**config.mk**
```make
export PLATFORM = sky130hd
export DESIGN_NAME = redmule_tiling_engine
export DESIGN_NICKNAME = d
export VERILOG_FILES = /design/src/rtl/redmule_tiling_engine.sv
export SDC_FILE = /design/constraint.sdc
export NUM_CORES = 1
export LEC_CHECK = 0
export ABC_AREA = 1
export BUFFER_PORTS_ARGS = -buffer_cell sky130_fd_sc_hd__buf_2
export CELL_PAD_IN_SITES_DETAIL_PLACEMENT = 1
export CELL_PAD_IN_SITES_GLOBAL_PLACEMENT = 2
export CORE_MARGIN = 3
export CORE_UTILIZATION = 29
export CTS_CLUSTER_DIAMETER = 150
export DETAILED_ROUTE_END_ITERATION = 16
export PLACE_DENSITY_LB_ADDON = 0.15
export SLEW_MARGIN = 20
export SYNTH_ARGS = -nofsm -noshare
export SYNTH_HDL_FRONTEND = slang
export SYNTH_SLANG_ARGS = --single-unit
```
**constraint.sdc**
```tcl
create_clock -name clk_i -period 3.3 [get_ports clk_i]
set_input_delay 0.66 -clock clk_i [delete_from_list [all_inputs] [get_ports clk_i]]
set_output_delay 0.66 -clock clk_i [all_outputs]
set_load 0.05 [all_outputs]
```
**src/rtl/redmule_tiling_engine.sv**
```systemverilog
// redmule_tiling_engine
// ---------------------------------------------------------------------------
// Multi-cycle tiling-parameter calculator for the RedMulE controller.
// The block takes the GEMM sizes M/N/K and the element format. It returns
// iteration counts, leftovers, the store count and byte strides for the
// controller register file.
//
// The array geometry is parametric and need not be a power of two. For that
// reason one shared bit-serial restoring divider and one shift-add multiplier
// are used instead of fixed shifts. The latency does not depend on the data:
//   - the three divisions take SIZE_W cycles each;
//   - the multiply takes SIZE_W cycles;
//   - the result is valid in the cycle after that.
//
// Ports
//   clk_i, rst_i       clock, synchronous active-high reset
//   start_i            start request, only honoured in IDLE
//   m/n/k_size_i       GEMM sizes, captured when start is accepted
//   fmt_i              element format (Float8=0, Float16=1, Float8Alt=2,
//                      Float16Alt=3); the Float16 variants use 2 bytes/elem
//   busy_o             computation in progress
//   valid_o, ready_i   result handshake; results are held while !ready_i
//   err_o              some size was zero (all results reported as 0)
//   x_rows_iter_o      ceil(M / ARRAY_WIDTH),  x_rows_lft_o  M mod ARRAY_WIDTH
//   x_cols_iter_o      ceil(N / ARRAY_HEIGHT), x_cols_lft_o  N mod ARRAY_HEIGHT
//   w_cols_iter_o      ceil(K / TILE),         w_cols_lft_o  K mod TILE
//   tot_stores_o       x_rows_iter * w_cols_iter
//   x_d1_stride_o      N * bytes per element
//   w_d0_stride_o      K * bytes per element
// ---------------------------------------------------------------------------
module redmule_tiling_engine #(
    parameter int unsigned ARRAY_HEIGHT = 32,
    parameter int unsigned PIPE_REGS    = 1,
    parameter int unsigned SIZE_W       = 16
) (
    input  logic                  clk_i,
    input  logic                  rst_i,
    input  logic                  start_i,
    input  logic [SIZE_W-1:0]     m_size_i,
    input  logic [SIZE_W-1:0]     n_size_i,
    input  logic [SIZE_W-1:0]     k_size_i,
    input  logic [1:0]            fmt_i,
    output logic                  busy_o,
    output logic                  valid_o,
    input  logic                  ready_i,
    output logic                  err_o,
    output logic [SIZE_W-1:0]     x_rows_iter_o,
    output logic [SIZE_W-1:0]     x_cols_iter_o,
    output logic [SIZE_W-1:0]     w_cols_iter_o,
    output logic [7:0]            x_rows_lft_o,
    output logic [7:0]            x_cols_lft_o,
    output logic [7:0]            w_cols_lft_o,
    output logic [2*SIZE_W-1:0]   tot_stores_o,
    output logic [2*SIZE_W-1:0]   x_d1_stride_o,
    output logic [2*SIZE_W-1:0]   w_d0_stride_o
);

    localparam int unsigned ARRAY_WIDTH = ARRAY_HEIGHT * PIPE_REGS;
    localparam int unsigned TILE        = ARRAY_HEIGHT * (PIPE_REGS + 1);
    localparam int unsigned CNT_W       = (SIZE_W > 1) ? $clog2(SIZE_W) : 1;

    localparam logic [7:0]          DIV_AH   = 8'(ARRAY_HEIGHT);
    localparam logic [7:0]          DIV_AW   = 8'(ARRAY_WIDTH);
    localparam logic [7:0]          DIV_TILE = 8'(TILE);
    localparam logic [CNT_W-1:0]    CNT_LAST = CNT_W'(SIZE_W - 1);
    localparam logic [CNT_W-1:0]    CNT_ZERO = {CNT_W{1'b0}};
    localparam logic [SIZE_W-1:0]   ZERO_S   = {SIZE_W{1'b0}};
    localparam logic [2*SIZE_W-1:0] ZERO_L   = {(2*SIZE_W){1'b0}};

    // Divisors must be non-zero and must fit the 8-bit leftover fields.
    if (ARRAY_HEIGHT < 1 || ARRAY_HEIGHT > 255 || PIPE_REGS < 1 ||
        ARRAY_WIDTH > 255 || TILE > 255) begin : g_param_check
        $error("redmule_tiling_engine: ARRAY_HEIGHT, ARRAY_WIDTH and TILE must be in 1..255");
    end

    typedef enum logic [1:0] {
        FMT_FLOAT8     = 2'd0,
        FMT_FLOAT16    = 2'd1,
        FMT_FLOAT8ALT  = 2'd2,
        FMT_FLOAT16ALT = 2'd3
    } gemm_fmt_e;

    typedef enum logic [2:0] {
        IDLE  = 3'd0,
        DIV_M = 3'd1,
        DIV_N = 3'd2,
        DIV_K = 3'd3,
        MUL   = 3'd4,
        DONE  = 3'd5
    } state_e;

    state_e              state_r, state_s;
    logic [CNT_W-1:0]    cnt_r;
    logic [SIZE_W-1:0]   n_r, k_r;
    logic                two_byte_r;

    // Restoring divider: quo_r starts out holding the dividend and shifts
    // the quotient bits in from the right.
    logic [SIZE_W-1:0]   quo_r;
    logic [7:0]          rem_r;
    logic [7:0]          divisor_s;
    logic [8:0]          shifted_s;
    logic                ge_s;
    logic [7:0]          rem_next_s;
    logic [SIZE_W-1:0]   quo_next_s;
    logic [SIZE_W-1:0]   iter_s;

    // Intermediate results. They stay internal until the result is published.
    logic [SIZE_W-1:0]   xr_iter_r, xc_iter_r, wc_iter_r;
    logic [7:0]          xr_lft_r, xc_lft_r, wc_lft_r;

    // Shift-add multiplier state.
    logic [2*SIZE_W-1:0] acc_r, mcand_r, acc_next_s;
    logic [SIZE_W-1:0]   mplier_r;

    logic                last_s;
    logic                size_zero_s;
    logic                two_byte_s;

    // Combinational step of the divider and multiplier, plus helper flags.
    always_comb begin
        case (state_r)
            DIV_M:   divisor_s = DIV_AW;
            DIV_N:   divisor_s = DIV_AH;
            DIV_K:   divisor_s = DIV_TILE;
            default: divisor_s = DIV_AH;
        endcase
        shifted_s = {rem_r, quo_r[SIZE_W-1]};
        ge_s      = (shifted_s >= {1'b0, divisor_s});
        // The true difference is always below the divisor (<= 255), so the
        // 8-bit wrap-around subtract gives the exact value.
        if (ge_s) begin
            rem_next_s = shifted_s[7:0] - divisor_s;
        end else begin
            rem_next_s = shifted_s[7:0];
        end
        quo_next_s = {quo_r[SIZE_W-2:0], ge_s};
        iter_s     = quo_next_s + {{(SIZE_W-1){1'b0}}, (rem_next_s != 8'd0)};
        if (mplier_r[0]) begin
            acc_next_s = acc_r + mcand_r;
        end else begin
            acc_next_s = acc_r;
        end
        last_s      = (cnt_r == CNT_LAST);
        size_zero_s = (m_size_i == ZERO_S) || (n_size_i == ZERO_S) || (k_size_i == ZERO_S);
        two_byte_s  = (fmt_i == FMT_FLOAT16) || (fmt_i == FMT_FLOAT16ALT);
    end

    // State register.
    always_ff @(posedge clk_i) begin
        if (rst_i) begin
            state_r <= IDLE;
        end else begin
            state_r <= state_s;
        end
    end

    // Next-state logic. Each phase advances after SIZE_W steps.
    always_comb begin
        state_s = state_r;
        case (state_r)
            IDLE: begin
                if (start_i) begin
                    state_s = size_zero_s ? DONE : DIV_M;
                end else begin
                    state_s = IDLE;
                end
            end
            DIV_M: state_s = last_s ? DIV_N : DIV_M;
            DIV_N: state_s = last_s ? DIV_K : DIV_N;
            DIV_K: state_s = last_s ? MUL   : DIV_K;
            MUL:   state_s = last_s ? DONE  : MUL;
            DONE: begin
                if (ready_i) begin
                    state_s = IDLE;
                end else begin
                    state_s = DONE;
                end
            end
            default: state_s = IDLE;
        endcase
    end

    // Datapath registers and the registered outputs.
    always_ff @(posedge clk_i) begin
        if (rst_i) begin
            cnt_r         <= CNT_ZERO;
            n_r           <= ZERO_S;
            k_r           <= ZERO_S;
            two_byte_r    <= 1'b0;
            quo_r         <= ZERO_S;
            rem_r         <= 8'd0;
            xr_iter_r     <= ZERO_S;
            xc_iter_r     <= ZERO_S;
            wc_iter_r     <= ZERO_S;
            xr_lft_r      <= 8'd0;
            xc_lft_r      <= 8'd0;
            wc_lft_r      <= 8'd0;
            acc_r         <= ZERO_L;
            mcand_r       <= ZERO_L;
            mplier_r      <= ZERO_S;
            busy_o        <= 1'b0;
            valid_o       <= 1'b0;
            err_o         <= 1'b0;
            x_rows_iter_o <= ZERO_S;
            x_cols_iter_o <= ZERO_S;
            w_cols_iter_o <= ZERO_S;
            x_rows_lft_o  <= 8'd0;
            x_cols_lft_o  <= 8'd0;
            w_cols_lft_o  <= 8'd0;
            tot_stores_o  <= ZERO_L;
            x_d1_stride_o <= ZERO_L;
            w_d0_stride_o <= ZERO_L;
        end else begin
            case (state_r)
                IDLE: begin
                    if (start_i) begin
                        n_r        <= n_size_i;
                        k_r        <= k_size_i;
                        two_byte_r <= two_byte_s;
                        quo_r      <= m_size_i;
                        rem_r      <= 8'd0;
                        cnt_r      <= CNT_ZERO;
                        if (size_zero_s) begin
                            valid_o       <= 1'b1;
                            err_o         <= 1'b1;
                            x_rows_iter_o <= ZERO_S;
                            x_cols_iter_o <= ZERO_S;
                            w_cols_iter_o <= ZERO_S;
                            x_rows_lft_o  <= 8'd0;
                            x_cols_lft_o  <= 8'd0;
                            w_cols_lft_o  <= 8'd0;
                            tot_stores_o  <= ZERO_L;
                            x_d1_stride_o <= ZERO_L;
                            w_d0_stride_o <= ZERO_L;
                        end else begin
                            busy_o <= 1'b1;
                        end
                    end
                end
                DIV_M, DIV_N, DIV_K: begin
                    cnt_r <= last_s ? CNT_ZERO : cnt_r + CNT_W'(1);
                    if (last_s) begin
                        // Save the result and preload the next operand.
                        rem_r <= 8'd0;
                        if (state_r == DIV_M) begin
                            xr_iter_r <= iter_s;
                            xr_lft_r  <= rem_next_s;
                            quo_r     <= n_r;
                        end else if (state_r == DIV_N) begin
                            xc_iter_r <= iter_s;
                            xc_lft_r  <= rem_next_s;
                            quo_r     <= k_r;
                        end else begin
                            wc_iter_r <= iter_s;
                            wc_lft_r  <= rem_next_s;
                            acc_r     <= ZERO_L;
                            mcand_r   <= {ZERO_S, xr_iter_r};
                            mplier_r  <= iter_s;
                        end
                    end else begin
                        quo_r <= quo_next_s;
                        rem_r <= rem_next_s;
                    end
                end
                MUL: begin
                    cnt_r    <= last_s ? CNT_ZERO : cnt_r + CNT_W'(1);
                    acc_r    <= acc_next_s;
                    mcand_r  <= {mcand_r[2*SIZE_W-2:0], 1'b0};
                    mplier_r <= {1'b0, mplier_r[SIZE_W-1:1]};
                    if (last_s) begin
                        busy_o        <= 1'b0;
                        valid_o       <= 1'b1;
                        err_o         <= 1'b0;
                        x_rows_iter_o <= xr_iter_r;
                        x_cols_iter_o <= xc_iter_r;
                        w_cols_iter_o <= wc_iter_r;
                        x_rows_lft_o  <= xr_lft_r;
                        x_cols_lft_o  <= xc_lft_r;
                        w_cols_lft_o  <= wc_lft_r;
                        tot_stores_o  <= acc_next_s;
                        x_d1_stride_o <= two_byte_r ? {{(SIZE_W-1){1'b0}}, n_r, 1'b0} : {ZERO_S, n_r};
                        w_d0_stride_o <= two_byte_r ? {{(SIZE_W-1){1'b0}}, k_r, 1'b0} : {ZERO_S, k_r};
                    end
                end
                DONE: begin
                    if (ready_i) begin
                        valid_o <= 1'b0;
                        err_o   <= 1'b0;
                    end
                end
                default: begin
                end
            endcase
        end
    end

endmodule

```
; After elaboration in Yosys (flattened, before gate mapping)
; Index checks and enable logic that the tools add are counted.
[totals]
ff_bits = 387
output_inout_bits = 171
[classes]
addsub = 4
order_cmp = 1
n_eq_ne = 17
mux = 70
bitwise_logic = 2
n_reduce_logical = 26
[ops]
columns = op, n
row1 = $mux W32, 12
row2 = $pmux W32 S2, 5
row3 = $mux W16, 12
row4 = $pmux W16 S2, 5
row5 = $mux W8, 8
row6 = $pmux W8 S2, 4
row7 = $logic_not A16 Y1, 3
row8 = $mux W17, 2
row9 = $add A32 B32 Y32, 1
row10 = $reduce_and A4 Y1, 5
row11 = $pmux W3 S6, 1
row12 = $add A16 B1 Y16, 1
row13 = $ne A2 B2 Y1 const B, 8
row14 = $mux W3, 4
row15 = $ge A9 B8 Y1, 1
row16 = $mux W1, 9
row17 = $mux W4, 2
row18 = $pmux W4 S2, 1
row19 = $reduce_bool A2 Y1, 4
row20 = $reduce_bool A8 Y1, 1
row21 = $sub A8 B8 Y8, 1
row22 = $mux W7, 1
row23 = $eq A3 B2 Y1 const B, 2
row24 = $eq A3 B3 Y1 const B, 2
row25 = 18 further kinds, 25

; Logic depth before layout (Yosys ltp)
[depth]
ltp_word = 10
ltp_mapped = 22

; Worst setup path before layout
; No wires, ideal clock.
[synth_path]
kind = register to register
startpoint = reg state_r[2]
endpoint = reg wc_iter_r[15]
setup_time_ns = 0.070
arrival_ns = 3.328
required_time_ns = 3.230
setup_slack_ns = -0.098
path_stages_with_launch = 23
path_buffers = 0
synth_period_minus_slack_ns = 3.398
cell_sequence = dfxtp_1 -> inv_2 -> nand2_1 -> nor2_2 -> inv_1 -> ha_1 -> fa_1 -> nand2_1 -> nor2_1 -> nand2_1 -> nor2_1 -> a21oi_1 -> nor2_1 -> nand3_1 -> ha_1 -> nand2_1 -> nor2_4 -> nand2_1 -> or3_1 -> nor2_1 -> xor2_1 -> nand2_1 -> a21oi_1
[synth_via]
elab_chain_len = 6
elab_cells_between_ends = 13
[synth_lines]
columns = item, line
row1 = start: declaration, 92  ; state_e state_r, state_s;
row2 = start signal: assignment, 154  ; state_r <= state_s;
row3 = $eq A3 B2 Y1, "122, 215"
row4 = $mux W7, 122  ; case (state_r)
row5 = $sub A8 B8 Y8 or $ge A9 B8 Y1 (tied branches), "133, 129"
row6 = $mux W8, 132  ; if (ge_s) begin
row7 = $reduce_bool A8 Y1, 138  ; iter_s = quo_next_s + {{(SIZE_W-1){1'b0}}, (rem_next_s != 8'd0)};
row8 = $add A16 B1 Y16, 138
row9 = end signal: assignment, 255  ; wc_iter_r <= iter_s;
row10 = end: declaration, 109  ; logic [SIZE_W-1:0] xr_iter_r, xc_iter_r, wc_iter_r;
; Parallel ways exist; a longest one is shown, timed or not.
; A chain may end at the register's enable or synchronous reset.

; Worst setup path in the final report
; Ends and elaborated chain as after synthesis.

==> flow_summary.ini <==
[cells_and_area]
instances_no_fill = 3528
antenna_cells = 0
layout-drive-gt1-share = 0.1303
final_common_cell = nand2_1
nNetsFinal = 2816
syn2layout_area_growth_pct = 18.70
fin_util = 0.3482
most-common-layout-cells = 600 x nand2_1, 359 x nor2_1, 354 x dfxtp_1

[power_and_ir_drop]
peakVddDrop_mv = 0.2985
power_density_nw_per_um2 = 540.2
leakagePower_nw = 8.889
power_mw = 11.12

[timing]
slew_headroom = 0.3258
timing.final.crit_share = 0.9639
final_max_slew_viol_count = 0
worst_pin_slew_ns = 1.011
hold_viol = 0
fin_crit_ns = 3.181
skew_ns = 0.01635
fmax_mhz = 314.4
hold_ws_ns = 0.3906
rsz0062_at_grt = true
setup_tns_ns = 0
finalSetupViolCount = 0

[global_routing]
grt_pass1_vias = 17575
grt_pass1_wl_mm = 98.95
grt_remaining_overflow = 0
track_usage = 0.1977
grt_max_degree = 185
antenna_found_initial = 0

[floorplan]
coreArea_um2 = 59130
die_area_um2 = 62790
die_y_um = 250.6
io_pins = 225
num_rows = 89
die_w_um = 250.6
start_util = 0.2934

[route]
post_drt_via_cell_ratio = 4.804
vias = 16949
wl_per_cell_um = 18.00
antenna_left = 0
drc = 0
finalWirelength_mm = 63.51
drt_iter0_markers = 686
dr.pass1.iters = 5

[setup_path]
startpoint_type = register
end_kind = register
crit_type = register to register
crit_path_max_fanout = 5
cp.required_ns = 3.78
critical_path_arrival_ns = 3.67

[logic_synthesis]
ys_seq_area_frac = 0.4120
avgSynthCellArea_um2 = 6.710
synth.distinct_cells = 42
postSynthCellCount = 2585
synthArstFlopShare = 0
ys_ff_latch = 357
synth_top_area_frac = 0.4120
netlist_area_um2 = 17350
synth_ff_type = dfxtp_1
yosys-top-cells-area = dfxtp_1 41%, nand2_1 13%, a21oi_1 9.0%
synth_top_area_cell = dfxtp_1
yosys_warnings = 0
synth-edff-count = 0

[clocking]
cts.path.max_buffers = 3
htree_levels = 2
clk_latency_ns = 0.57
cts.reportedPaths.clkPinSlew_ns = 0.06
numCtsBuffers = 44
tritoncts = done
clock_sinks = 357
postCtsHoldBufs = 0
cts_root_buffer = clkbuf_16

[placement]
place_congestion = 0.8153
port_buffers = 193
hpwl_mm = 45.89
placedCellCount = 3446

[flow_run]
cap_violations = 0

[outcome]
status = finished, final reports clean

[hold_path]
hp-class = input port to register
==> report_power, final <==
part | internal, mW | switching (mW)
registers | 4.50 | 0.157
clock network | 2.99 | 1.97
logic | 0.352 | 1.16
==> area by class of cell <==
| class | instances | area [um^2] |
|---|---|---|
| fill | 7481 | 38540 |
| sequential | 357 | 7151 |
| timing repair buffer | 240 | 1404 |
| tap | 773 | 967.2 |
| clock inverter | 11 | 152.6 |
| clock buffer | 67 | 1320 |
| multi-input combinational | 1797 | 8528 |
| inverter | 283 | 1067 |
==> layer usage <==
layer,vias to the layer above,part of all wire,GRT usage
met5,-,0,0
met4,0,0.030,0.06068
met3,99,0.027,0.02668
met2,225,0.50,0.3531
met1,8122,0.45,0.2465
li1,8503,-,-
==> logic make-up (layout without fill, tap and decap cells) <==
logic type      count (synthesis)  after routing  share of synthesized area
compound gates                607            607                     0.1811
xor+xnor                       29             29                    0.01464
fa+ha+maj                      39             39                    0.02900
buf+inv                       460            601                     0.1114
flops                         357            357                     0.4120
other cells                     1             30                  0.0002162
simple gates                 1092           1092                     0.2516
==> final timing paths <==
check / from / depth (start not counted) / slack (ns) / end
hold reg to reg: xc_lft_r[1] / 2 / 0.45 / xc_lft_r[1]
hold / removal: k_size_i[4] / 3 / 0.39 / k_r[4]
setup / recovery: state_r[2] / 21 / 0.12 / wc_iter_r[15]
setup reg to reg: state_r[2] / 21 / 0.12 / wc_iter_r[15]
==> Yosys cell counts, drive strengths merged, types with 5 or more instances <==
cell and instances:
a21oi 312, a221oi 5, a31oi 40, buf 73, clkbuf 104, dfxtp 357
ha 37, inv 281, nand2 608, nand3 52, nand4 43, nor2 369
nor3 11, o21ai 239, xnor2 9, xor2 20
==> what timing repair did <==
item | 4_1_cts | 5_1_grt
setup buffers | 0 | 4
gates resized for setup | 4 | 30
cloned | 0 | 0
pin swaps | 0 | 13
setup endpoints to repair | 10 | 31
==> worst max-delay path, cell delays in order, from the launching register on <==
cell,delay [ns]
dfxtp_2,0.32
inv_2,0.07
nand2_4,0.05
nor2_4,0.11
inv_2,0.06
ha_4,0.15
fa_2,0.37
nand2_2,0.07
nor2_2,0.04
nand2_2,0.14
buf_6,0.15
nand2_1,0.08
nand3_2,0.12
ha_4,0.16
nand2_4,0.05
nor2_4,0.13
nand2_2,0.07
or3_4,0.40
nor2_4,0.13
xor2_2,0.20
nand2_2,0.09
a21oi_2,0.13
==> flip-flops by register name (all words and copies together) (netlist names), 4 cells and up <==
signal,flops
k_r,16
xr_lft_r,8
x_cols_lft_o,8
w_cols_lft_o,8
mcand_r,32
x_rows_lft_o,8
xr_iter_r,16
w_d0_stride_o,17
xc_iter_r,16
cnt_r,4
wc_lft_r,8
n_r,16
tot_stores_o,32
wc_iter_r,16
quo_r,16
x_cols_iter_o,16
w_cols_iter_o,16
rem_r,8
x_rows_iter_o,16
mplier_r,16
xc_lft_r,8
acc_r,32
x_d1_stride_o,17
==> per-stage QoR <==
stage,worst slack (ns),cell area [um^2]
after global routing,-0.1152,20590
after floorplan,0.009480,17470
after global placement,0.04240,18940
after detailed placement,-0.06375,18940
final,0.1191,20590
after CTS,0.008163,20440
Note: power is estimated with default switching activity, not from simulation.
